**src/rtl/i2c_frame_counter.sv**
```systemverilog
// I2C byte-frame sequencer clocked by SCL: DATA_WIDTH data bits plus one ACK slot.
// Optional arbitration-loss detection is built when I2C_FRAME_ARB_CHECK_EN is defined.
module i2c_frame_counter #(
   parameter int DATA_WIDTH = 8,
   parameter int BYTE_CNT_W = 4,
   parameter bit MSB_FIRST  = 1'b1,
   localparam int CW = $clog2(DATA_WIDTH + 1)
) (
   input  logic                  SCL,
   input  logic                  RST,
   input  logic                  bit_count_enable,
   input  logic                  dir,
   input  logic                  ack_drive,
   input  logic                  sda_in,
   input  logic [DATA_WIDTH-1:0] tx_data,
   input  logic                  tx_load,
   output logic                  sda_out,
   output logic [DATA_WIDTH-1:0] rx_data,
   output logic                  rx_valid,
   output logic                  bit_count,
   output logic [CW-1:0]         bit_index,
   output logic [BYTE_CNT_W-1:0] byte_count,
   output logic                  ack_received,
   output logic                  arb_lost
);

   localparam logic [1:0] ST_IDLE = 2'd0;
   localparam logic [1:0] ST_DATA = 2'd1;
   localparam logic [1:0] ST_ACK  = 2'd2;

   logic [1:0]            state_q, state_d;
   logic [DATA_WIDTH-1:0] shift_q, shift_d;
   logic [DATA_WIDTH-1:0] rx_data_q, rx_data_d;
   logic                  rx_valid_q, rx_valid_d;
   logic                  bit_count_q, bit_count_d;
   logic [CW-1:0]         bit_index_q, bit_index_d;
   logic [BYTE_CNT_W-1:0] byte_count_q, byte_count_d;
   logic                  ack_received_q, ack_received_d;
   logic                  out_bit_s;

   // Moves the register one place toward its output end and inserts the new bit at the far end.
   function automatic logic [DATA_WIDTH-1:0] shift_in(input logic [DATA_WIDTH-1:0] cur,
                                                      input logic                  b);
      if (MSB_FIRST) begin
         return {cur[DATA_WIDTH-2:0], b};
      end else begin
         return {b, cur[DATA_WIDTH-1:1]};
      end
   endfunction

   assign out_bit_s = MSB_FIRST ? shift_q[DATA_WIDTH-1] : shift_q[0];

   always_comb begin
      sda_out = 1'b1;
      if ((state_q == ST_DATA) && dir && !arb_lost) begin
         sda_out = out_bit_s;
      end else if ((state_q == ST_ACK) && !dir) begin
         sda_out = ~ack_drive;
      end else begin
         sda_out = 1'b1;
      end
   end

   always_comb begin
      state_d        = state_q;
      shift_d        = shift_q;
      rx_data_d      = rx_data_q;
      rx_valid_d     = 1'b0;
      bit_count_d    = bit_count_q;
      bit_index_d    = bit_index_q;
      byte_count_d   = byte_count_q;
      ack_received_d = ack_received_q;
      if (!bit_count_enable) begin
         // Only an idle block accepts a load while disabled; an active frame is simply abandoned.
         if ((state_q == ST_IDLE) && tx_load) begin
            shift_d = tx_data;
         end else begin
            shift_d = shift_q;
         end
         state_d      = ST_IDLE;
         bit_index_d  = '0;
         byte_count_d = '0;
         bit_count_d  = 1'b0;
      end else begin
         case (state_q)
            ST_IDLE: begin
               if (tx_load) begin
                  shift_d = tx_data;
               end else begin
                  shift_d = shift_in(shift_q, sda_in);
               end
               bit_index_d = CW'(1);
               state_d     = ST_DATA;
            end
            ST_DATA: begin
               shift_d     = shift_in(shift_q, sda_in);
               bit_index_d = bit_index_q + CW'(1);
               if (bit_index_d == CW'(DATA_WIDTH)) begin
                  state_d     = ST_ACK;
                  bit_count_d = 1'b1;
                  rx_data_d   = shift_d;
                  rx_valid_d  = 1'b1;
               end else begin
                  state_d = ST_DATA;
               end
            end
            ST_ACK: begin
               ack_received_d = ~sda_in;
               if (byte_count_q != {BYTE_CNT_W{1'b1}}) begin
                  byte_count_d = byte_count_q + BYTE_CNT_W'(1);
               end else begin
                  byte_count_d = byte_count_q;
               end
               bit_index_d = '0;
               bit_count_d = 1'b0;
               state_d     = ST_DATA;
               if (tx_load) begin
                  shift_d = tx_data;
               end else begin
                  shift_d = shift_q;
               end
            end
            default: begin
               state_d     = ST_IDLE;
               bit_index_d = '0;
               bit_count_d = 1'b0;
            end
         endcase
      end
   end

   always_ff @(posedge SCL or negedge RST) begin
      if (!RST) begin
         state_q        <= ST_IDLE;
         shift_q        <= '0;
         rx_data_q      <= '0;
         rx_valid_q     <= 1'b0;
         bit_count_q    <= 1'b0;
         bit_index_q    <= '0;
         byte_count_q   <= '0;
         ack_received_q <= 1'b0;
      end else begin
         state_q        <= state_d;
         shift_q        <= shift_d;
         rx_data_q      <= rx_data_d;
         rx_valid_q     <= rx_valid_d;
         bit_count_q    <= bit_count_d;
         bit_index_q    <= bit_index_d;
         byte_count_q   <= byte_count_d;
         ack_received_q <= ack_received_d;
      end
   end

`ifdef I2C_FRAME_ARB_CHECK_EN
   logic arb_lost_q, arb_lost_d;

   // Another master pulled SDA low while this block released it during a transmitted data bit.
   always_comb begin
      arb_lost_d = arb_lost_q;
      if (!bit_count_enable) begin
         arb_lost_d = 1'b0;
      end else if ((state_q == ST_DATA) && dir && sda_out && !sda_in) begin
         arb_lost_d = 1'b1;
      end else begin
         arb_lost_d = arb_lost_q;
      end
   end

   always_ff @(posedge SCL or negedge RST) begin
      if (!RST) begin
         arb_lost_q <= 1'b0;
      end else begin
         arb_lost_q <= arb_lost_d;
      end
   end

   assign arb_lost = arb_lost_q;
`else
   assign arb_lost = 1'b0;
`endif

   assign rx_data      = rx_data_q;
   assign rx_valid     = rx_valid_q;
   assign bit_count    = bit_count_q;
   assign bit_index    = bit_index_q;
   assign byte_count   = byte_count_q;
   assign ack_received = ack_received_q;

endmodule
```
**config.mk**
```make
export PLATFORM = sky130hd
export DESIGN_NAME = i2c_frame_counter
export DESIGN_NICKNAME = d
export VERILOG_FILES = /design/src/rtl/i2c_frame_counter.sv
export SDC_FILE = /design/constraint.sdc
export NUM_CORES = 1
export LEC_CHECK = 0
export ABC_AREA = 0
export BUFFER_PORTS_ARGS = -buffer_cell sky130_fd_sc_hd__clkbuf_2
export CORE_ASPECT_RATIO = 0.75
export CORE_MARGIN = 2
export CORE_UTILIZATION = 55
export DETAILED_ROUTE_END_ITERATION = 8
export GPL_TIMING_DRIVEN = 0
export PLACE_DENSITY = 0.91
export SLEW_MARGIN = 10
export SYNTH_ARGS = -nofsm -noshare
export SYNTH_HDL_FRONTEND = slang
export SYNTH_SLANG_ARGS = --single-unit
```
**constraint.sdc**
```tcl
create_clock -name SCL -period 2.9 [get_ports SCL]
set_input_delay 0.29 -clock SCL [delete_from_list [all_inputs] [get_ports SCL]]
set_output_delay 0.29 -clock SCL [all_outputs]
set_load 0.005 [all_outputs]
```
==> impl_metrics.yaml, run 1 <==
worst_setup_path:
  reg2regPathDepth: 5
  cp_slowest_cell: "dfrtp_1"
  path_cells: "inv_1, ha_1, buf_2, nand2_1, o22a_1, clkbuf_2"
  startpoint_type: "register"
  worst_ep_arrival_time_ps: 1600
  required_ps: 2610
  worst-path-buf-inv: 3
  crit_path_max_fanout: 10
  end_kind: "output pin"
  r2r-end: "rx_data[0]"
  criticalPathCategory: "register to output pin"
  ff2ff_setup_slack_ps: 1150
  r2r_start: "state_q[1]"
  slowest_delay_ps: 410
  cp_top_family: "buffers and inverters"
timing:
  rsz0062_at_grt: "false"
  tightestPinTransition_ps: 716
  hold_viol_final: 0
  post-route-min-period_ps: 1890
  max_freq_mhz: 530
  tns_ps: 0
  fin_crit_sh_pct: 65.1
  setup_viol: 0
  skew_ps: 7.45
  slew_viol_final: 0
  max-slew-margin-rel_pct: 52.3
floorplanning:
  initial_core_util_pct: 59.8
  ios: 36
  fp.dieArea_mm2: 0.00300
  die_width_um: 62.6
  core_region_area_mm2: 0.00236
  num_rows: 15
  die_height_um: 47.9
routing:
  drt.antenna.violating_nets: 0
  drc: 0
  avgViaCountPerCell: 5.39
  drt-pass1-iter-count: 4
  wl_per_cell_um: 14.6
  wl_um: 2910
  vias: 1073
  dr.first_iter.drc_count: 74
synth:
  synth_top_family_by_area: "simple AND/OR/NAND/NOR gates"
  yosys.area_share.simple_pct: 15.1
  synth_xor_area_share_pct: 1.86
  synth_nets: 145
  yosys_warnings: 0
  syn_avg_cell_area_um2: 11.4
  synth-seq-cells: 29
  synth.area.mux_share_pct: 8.49
  seq_area_frac_synth_pct: 51.3
  synth_ff_type: "dfrtp_1"
  syn_inst: 124
  synthDistinctLibCells: 31
  synth_fa_ha_area_share_pct: 5.31
  async_flop_share_pct: 100
  synth_compound_area_share_pct: 14.2
  syn_area_mm2: 0.00142
  synth-edff-count: 0
global_route:
  grt_pass1_vias: 993
  antenna_found_initial: 0
  busiest_layer: "met2"
  track_usage_pct: 21.5
  grt_max_degree: 30
  grt_util_met1_pct: 27.4
  grt_pass1_wl_um: 4710
  grtUsageMet2_pct: 35.5
  overflow: 0
  met3_usage_pct: 7.29
clock_network:
  clock_latency_ps: 320
  clock_path_buffers: 2
  cts_tree: "done"
  post_cts_buffers: 0
  postCtsHoldBufs: 0
  cts_htree_levels: 2
  root_buffer: "clkbuf_4"
  clock_sinks: 29
  clk_pin_slew_ps: 90
  cts_made_buffers: 5
  cts_resized: 0
cells_and_area:
  fin_util_pct: 71.6
  fin_nets: 185
  final_cell_mix: "clkbuf_2 (33), dfrtp_1 (29), nor2_1 (12), a21oi_1 (12)"
  n_antenna_cell: 0
  fin_cells: 199
  layout_commonest_cell: "clkbuf_2"
  drive_gt1_share_pct: 37.0
  fill_cells: 190
  areaGrowthSynthToFinish_pct: 19.6
place:
  placed_cells_incl_taps: 191
  place_congestion: 0.806
  port_buffers: 33
  place_hpwl_um: 2160
outcome:
  run_status: "complete, no violations"
pwr:
  p_per_area_mw_per_mm2: 488
  power_leakage_nw: 0.862
  ir_drop_mv: 0.348
flow_run:
  cap_viol_max_count: 0
min_path:
  hp-class: "primary input to asynchronous set/reset pin"
==> per-layer routing <==
layer  part of all wire (%)  routed length, µm
met1                     45               1310
met2                     48               1400
met3                    6.0                174
met4                   0.93                 27
met5                      0                  0
==> kinds of logic (layout without fill, tap and decap cells) <==
logic type	count (synthesis)	after routing
and+or+nand+nor	39	39
other	1	1
AOI/OAI and AO/OA	28	28
adders and majority gates	6	6
muxes	8	8
DFF	29	29
buffers and inverters	10	51
xor gates and xnor gates	3	3
==> cells in the mapped netlist (3+ instances only) <==
library cell  count  area [µm²]
nand2_1           7        26.3
mux2_4            8         120
a21oi_1          12        60.1
dfrtp_1          29         726
nand3_1           4        20.0
buf_2             3        15.0
nor2_1           12        45.0
a22oi_1           8        60.1
nor3_1            5        25.0
inv_1             5        18.8
ha_1              6        75.1
==> cell type report <==
class / count / area [µm²] / share of cell area, %
repair buffers: 33 / 165 / 9.76
well taps: 34 / 42.5 / 2.51
flip-flops and latches: 29 / 726 / 42.9
multi-input cells: 85 / 641 / 37.8
clock buffers: 7 / 65.1 / 3.84
inverters: 5 / 18.8 / 1.11
plain buffers: 5 / 30.0 / 1.77
clock inverters: 1 / 5.00 / 0.296
==> worst reg2reg max path: stages, from the launching register on <==
cell and delay, ps:
dfrtp_1 410, inv_1 100, ha_1 350, nand2_2 190
nor2_8 270, mux2_4 330
==> metrics by stage <==
step	instance area (µm²)	power [mW]	hold slack, ps	setup slack [ps]
2_1_floorplan	1420	0.513	-5.59	1400
3_3_place_gp	1620	0.545	355	1260
3_5_place_dp	1620	0.554	374	1150
4_1_cts	1690	0.832	14.3	1010
5_1_grt	1690	0.867	34.5	908
6_report	1690	0.826	3.37	1010
==> where the power goes <==
group	internal [mW]	switching, mW
clock	0.140	0.139
combinational	0.0393	0.0547
sequential	0.428	0.0239
==> flip-flops by register name, indices dropped and copies added (netlist names) <==
name and cells:
state_q 2, ack_received 1, bit_index 4, rx_valid 1
byte_count 4, rx_data 8, shift_q 8, bit_count 1
==> worst max path at each step <==
stage / end / startpoint / slack [ps] / depth (start not counted)
4_1_cts: sda_out / state_q[1] / 1010 / 5
2_1_floorplan: shift_q[5] / state_q[0] / 1400 / 8
3_3_place_gp: rx_data[6] / state_q[1] / 1260 / 5
3_5_place_dp: rx_data[0] / state_q[1] / 1150 / 5
5_1_grt: sda_out / state_q[0] / 910 / 6
6_report: sda_out / state_q[0] / 1010 / 6
(Power assumes the default switching activity.)
==> run 2, diff against run 1 <==
--- a/config.mk
+++ b/config.mk
@@ -5,14 +5,14 @@
 export SDC_FILE = /design/constraint.sdc
 export NUM_CORES = 1
 export LEC_CHECK = 0
-export ABC_AREA = 0
+export ABC_AREA = 1
 export BUFFER_PORTS_ARGS = -buffer_cell sky130_fd_sc_hd__clkbuf_2
 export CORE_ASPECT_RATIO = 0.75
 export CORE_MARGIN = 2
-export CORE_UTILIZATION = 55
+export CORE_UTILIZATION = 47
 export DETAILED_ROUTE_END_ITERATION = 8
 export GPL_TIMING_DRIVEN = 0
-export PLACE_DENSITY = 0.91
+export PLACE_DENSITY = 0.83
 export SLEW_MARGIN = 10
 export SYNTH_ARGS = -nofsm -noshare
 export SYNTH_HDL_FRONTEND = slang
==> constraint.sdc (replaced) <==
create_clock -name SCL -period 1.7 [get_ports SCL]
set_input_delay 0.17 -clock SCL [delete_from_list [all_inputs] [get_ports SCL]]
set_output_delay 0.17 -clock SCL [all_outputs]
set_load 0.005 [all_outputs]
==> impl_metrics.yaml, run 2 <==
place:
  place_hpwl_um: 2360
  placed_cells_incl_taps: 253
  place_congestion: 0.774
  pre_cts_ws_ps: 155
  port_buffers: 34
  place_area_mm2: 0.00171
cells_and_area:
  final_cell_mix: "nand2_1 (78), clkbuf_2 (34), dfrtp_1 (29)"
  drive_gt1_share_pct: 25.9
  layout_commonest_cell: "nand2_1"
  n_antenna_cell: 0
  fin_nets: 244
  fin_area_mm2: 0.00185
  fill_cells: 279
  fin_cells: 262
  multiInputGateArea_um2: 709
  areaGrowthSynthToFinish_pct: 23.7
  regArea_um2: 726
outcome:
  run_status: "complete, no violations"
routing:
  dr.first_iter.drc_count: 90
  vias: 1342
  drt.antenna.violating_nets: 0
  wl_per_cell_um: 12.5
  drt-pass1-iter-count: 4
  avgViaCountPerCell: 5.12
  drc: 0
  wl_um: 3270
timing:
  tightestPinTransition_ps: 712
  max-slew-margin-rel_pct: 52.6
  fin_ws_ps: 120
  setup_viol: 0
  tns_ps: 0
  rsz0062_at_grt: "false"
  max_freq_mhz: 633
  skew_ps: 6.28
  hold_viol_final: 0
  post-route-min-period_ps: 1580
  fin_crit_sh_pct: 92.9
  slew_viol_final: 0
min_path:
  hp-class: "primary input to register"
pwr:
  power_leakage_nw: 1.06
  p_per_area_mw_per_mm2: 914
  ir_drop_mv: 0.442
clock_network:
  clock_path_buffers: 2
  clock_sinks: 29
  cts_made_buffers: 5
  clock_latency_ps: 280
  cts_tree: "done"
  root_buffer: "clkbuf_8"
  cts_htree_levels: 2
  post_cts_buffers: 0
  clk_pin_slew_ps: 60
worst_setup_path:
  slowest_delay_ps: 420
  criticalPathCategory: "register to output pin"
  crit_path_max_fanout: 4
  cp_slowest_cell: "dfrtp_1"
  worst_ep_arrival_time_ps: 1410
  startpoint_type: "register"
  path_cells: "inv_1, ha_1, inv_1, o21ai_0, o21ai_0, clkbuf_2"
  required_ps: 1530
  end_kind: "output pin"
floorplanning:
  fp.dieArea_mm2: 0.00364
  die_width_um: 69.0
  core_region_area_mm2: 0.00298
  initial_core_util_pct: 50.1
  die_height_um: 52.8
  ios: 36
  num_rows: 17
synth:
  synth_ff_type: "dfrtp_1"
  yosys_warnings: 0
  post-synth-top-area-fraction_pct: 48.7
  ys_top_cells_by_count: "nand2_1 (78), dfrtp_1 (29), nand3_1 (13), nand4_1 (10), inv_1 (9)"
  synth-seq-cells: 29
  synth_nets: 202
  syn_avg_cell_area_um2: 8.24
  synthDistinctLibCells: 23
  synth_top_cells_by_area: "dfrtp_1 (49%), nand2_1 (20%), ha_1 (5.0%)"
  yosys.area.top_type: "dfrtp_1"
  syn_inst: 181
  yosysMostFrequentCell: "nand2_1"
  syn_area_mm2: 0.00149
  async_flop_share_pct: 100
  seq_area_frac_synth_pct: 48.7
  synth-edff-count: 0
global_route:
  grt_max_degree: 30
  track_usage_pct: 19.4
  overflow: 0
  antenna_found_initial: 0
  grt_pass1_wl_um: 5310
  grt_pass1_vias: 1123
flow_run:
  cap_viol_max_count: 0
-- run 2: cell types whose count changed after synthesis, moves of 8 or more --
cell     change
nand4_1      +9
mux2_4       -8
a21oi_1      -8
nand2_1     +71
a22oi_1      -8
nand3_1      +9
-- run 2: worst max-delay path: cells and delay by family (launching register included) --
family                   cells  cell delay [ps]
AO/OA/AOI/OAI                2              240
flip-flops                   1              420
buffers and inverters        3              310
adder cells (fa/ha/maj)      1              170
-- run 2: stage by stage --
step	utilization, %	hold WS, ps	power, mW
floorplan	-	-126	0.874
global placement	57.4	250	0.939
detailed placement	57.4	261	0.947
CTS	61.6	129	1.68
global route	62.0	130	1.76
finish	62.0	129	1.69
-- run 2: what timing repair did --
| item | in CTS | in global routing |
|---|---|---|
| hold buffers | 1 | 0 |
| resized for setup | 0 | 2 |
| endpoints found under the setup margin | 0 | 3 |
| endpoints found under the hold margin | 29 | 0 |
-- run 2: report_power, final --
group | internal (mW) | switching (mW)
Clock | 0.477 | 0.269
Combinational | 0.0660 | 0.112
Sequential | 0.726 | 0.0346
-- run 2: final timing paths --
| path | to | startpoint | cells after the start | slack, ps |
|---|---|---|---|---|
| max reg2reg | shift_q[7] | state_q[0] | 8 | 180 |
| min reg2reg | rx_data[1] | rx_data[1] | 2 | 470 |
| min | ack_received | sda_in | 2 | 130 |
| max in group asynchronous | shift_q[7] | RST | 2 | 760 |
| max | sda_out | state_q[1] | 6 | 120 |
| min in group asynchronous | rx_data[1] | RST | 2 | 480 |
-- run 2: cell type report --
cell class | count | area share [%]
clock buffer | 7 | 4.68
clock inverter | 1 | 1.63
timing repair buffer | 35 | 9.76
tap | 38 | 2.58
sequential | 29 | 39.3
inverter | 11 | 2.24
buffer | 4 | 1.36
multi-input combinational | 137 | 38.4
-- run 2: cell families after synthesis --
kind of cell	count (synthesis)	share of synthesized area [%]
other	1	0.251
and+or+nand+nor	118	36.9
adders and majority gates	6	5.03
buffers and inverters	15	4.45
DFF	29	48.7
AOI/OAI and AO/OA	12	4.70
-- run 2: per-layer routing --
layer	up-vias	part of all wire, %	GRT usage (%)
met3	5	7.4	4.81
met5	-	0	0
met4	0	1.0	8.82
li1	674	-	-
met2	49	46	31.1
met1	614	46	25.3
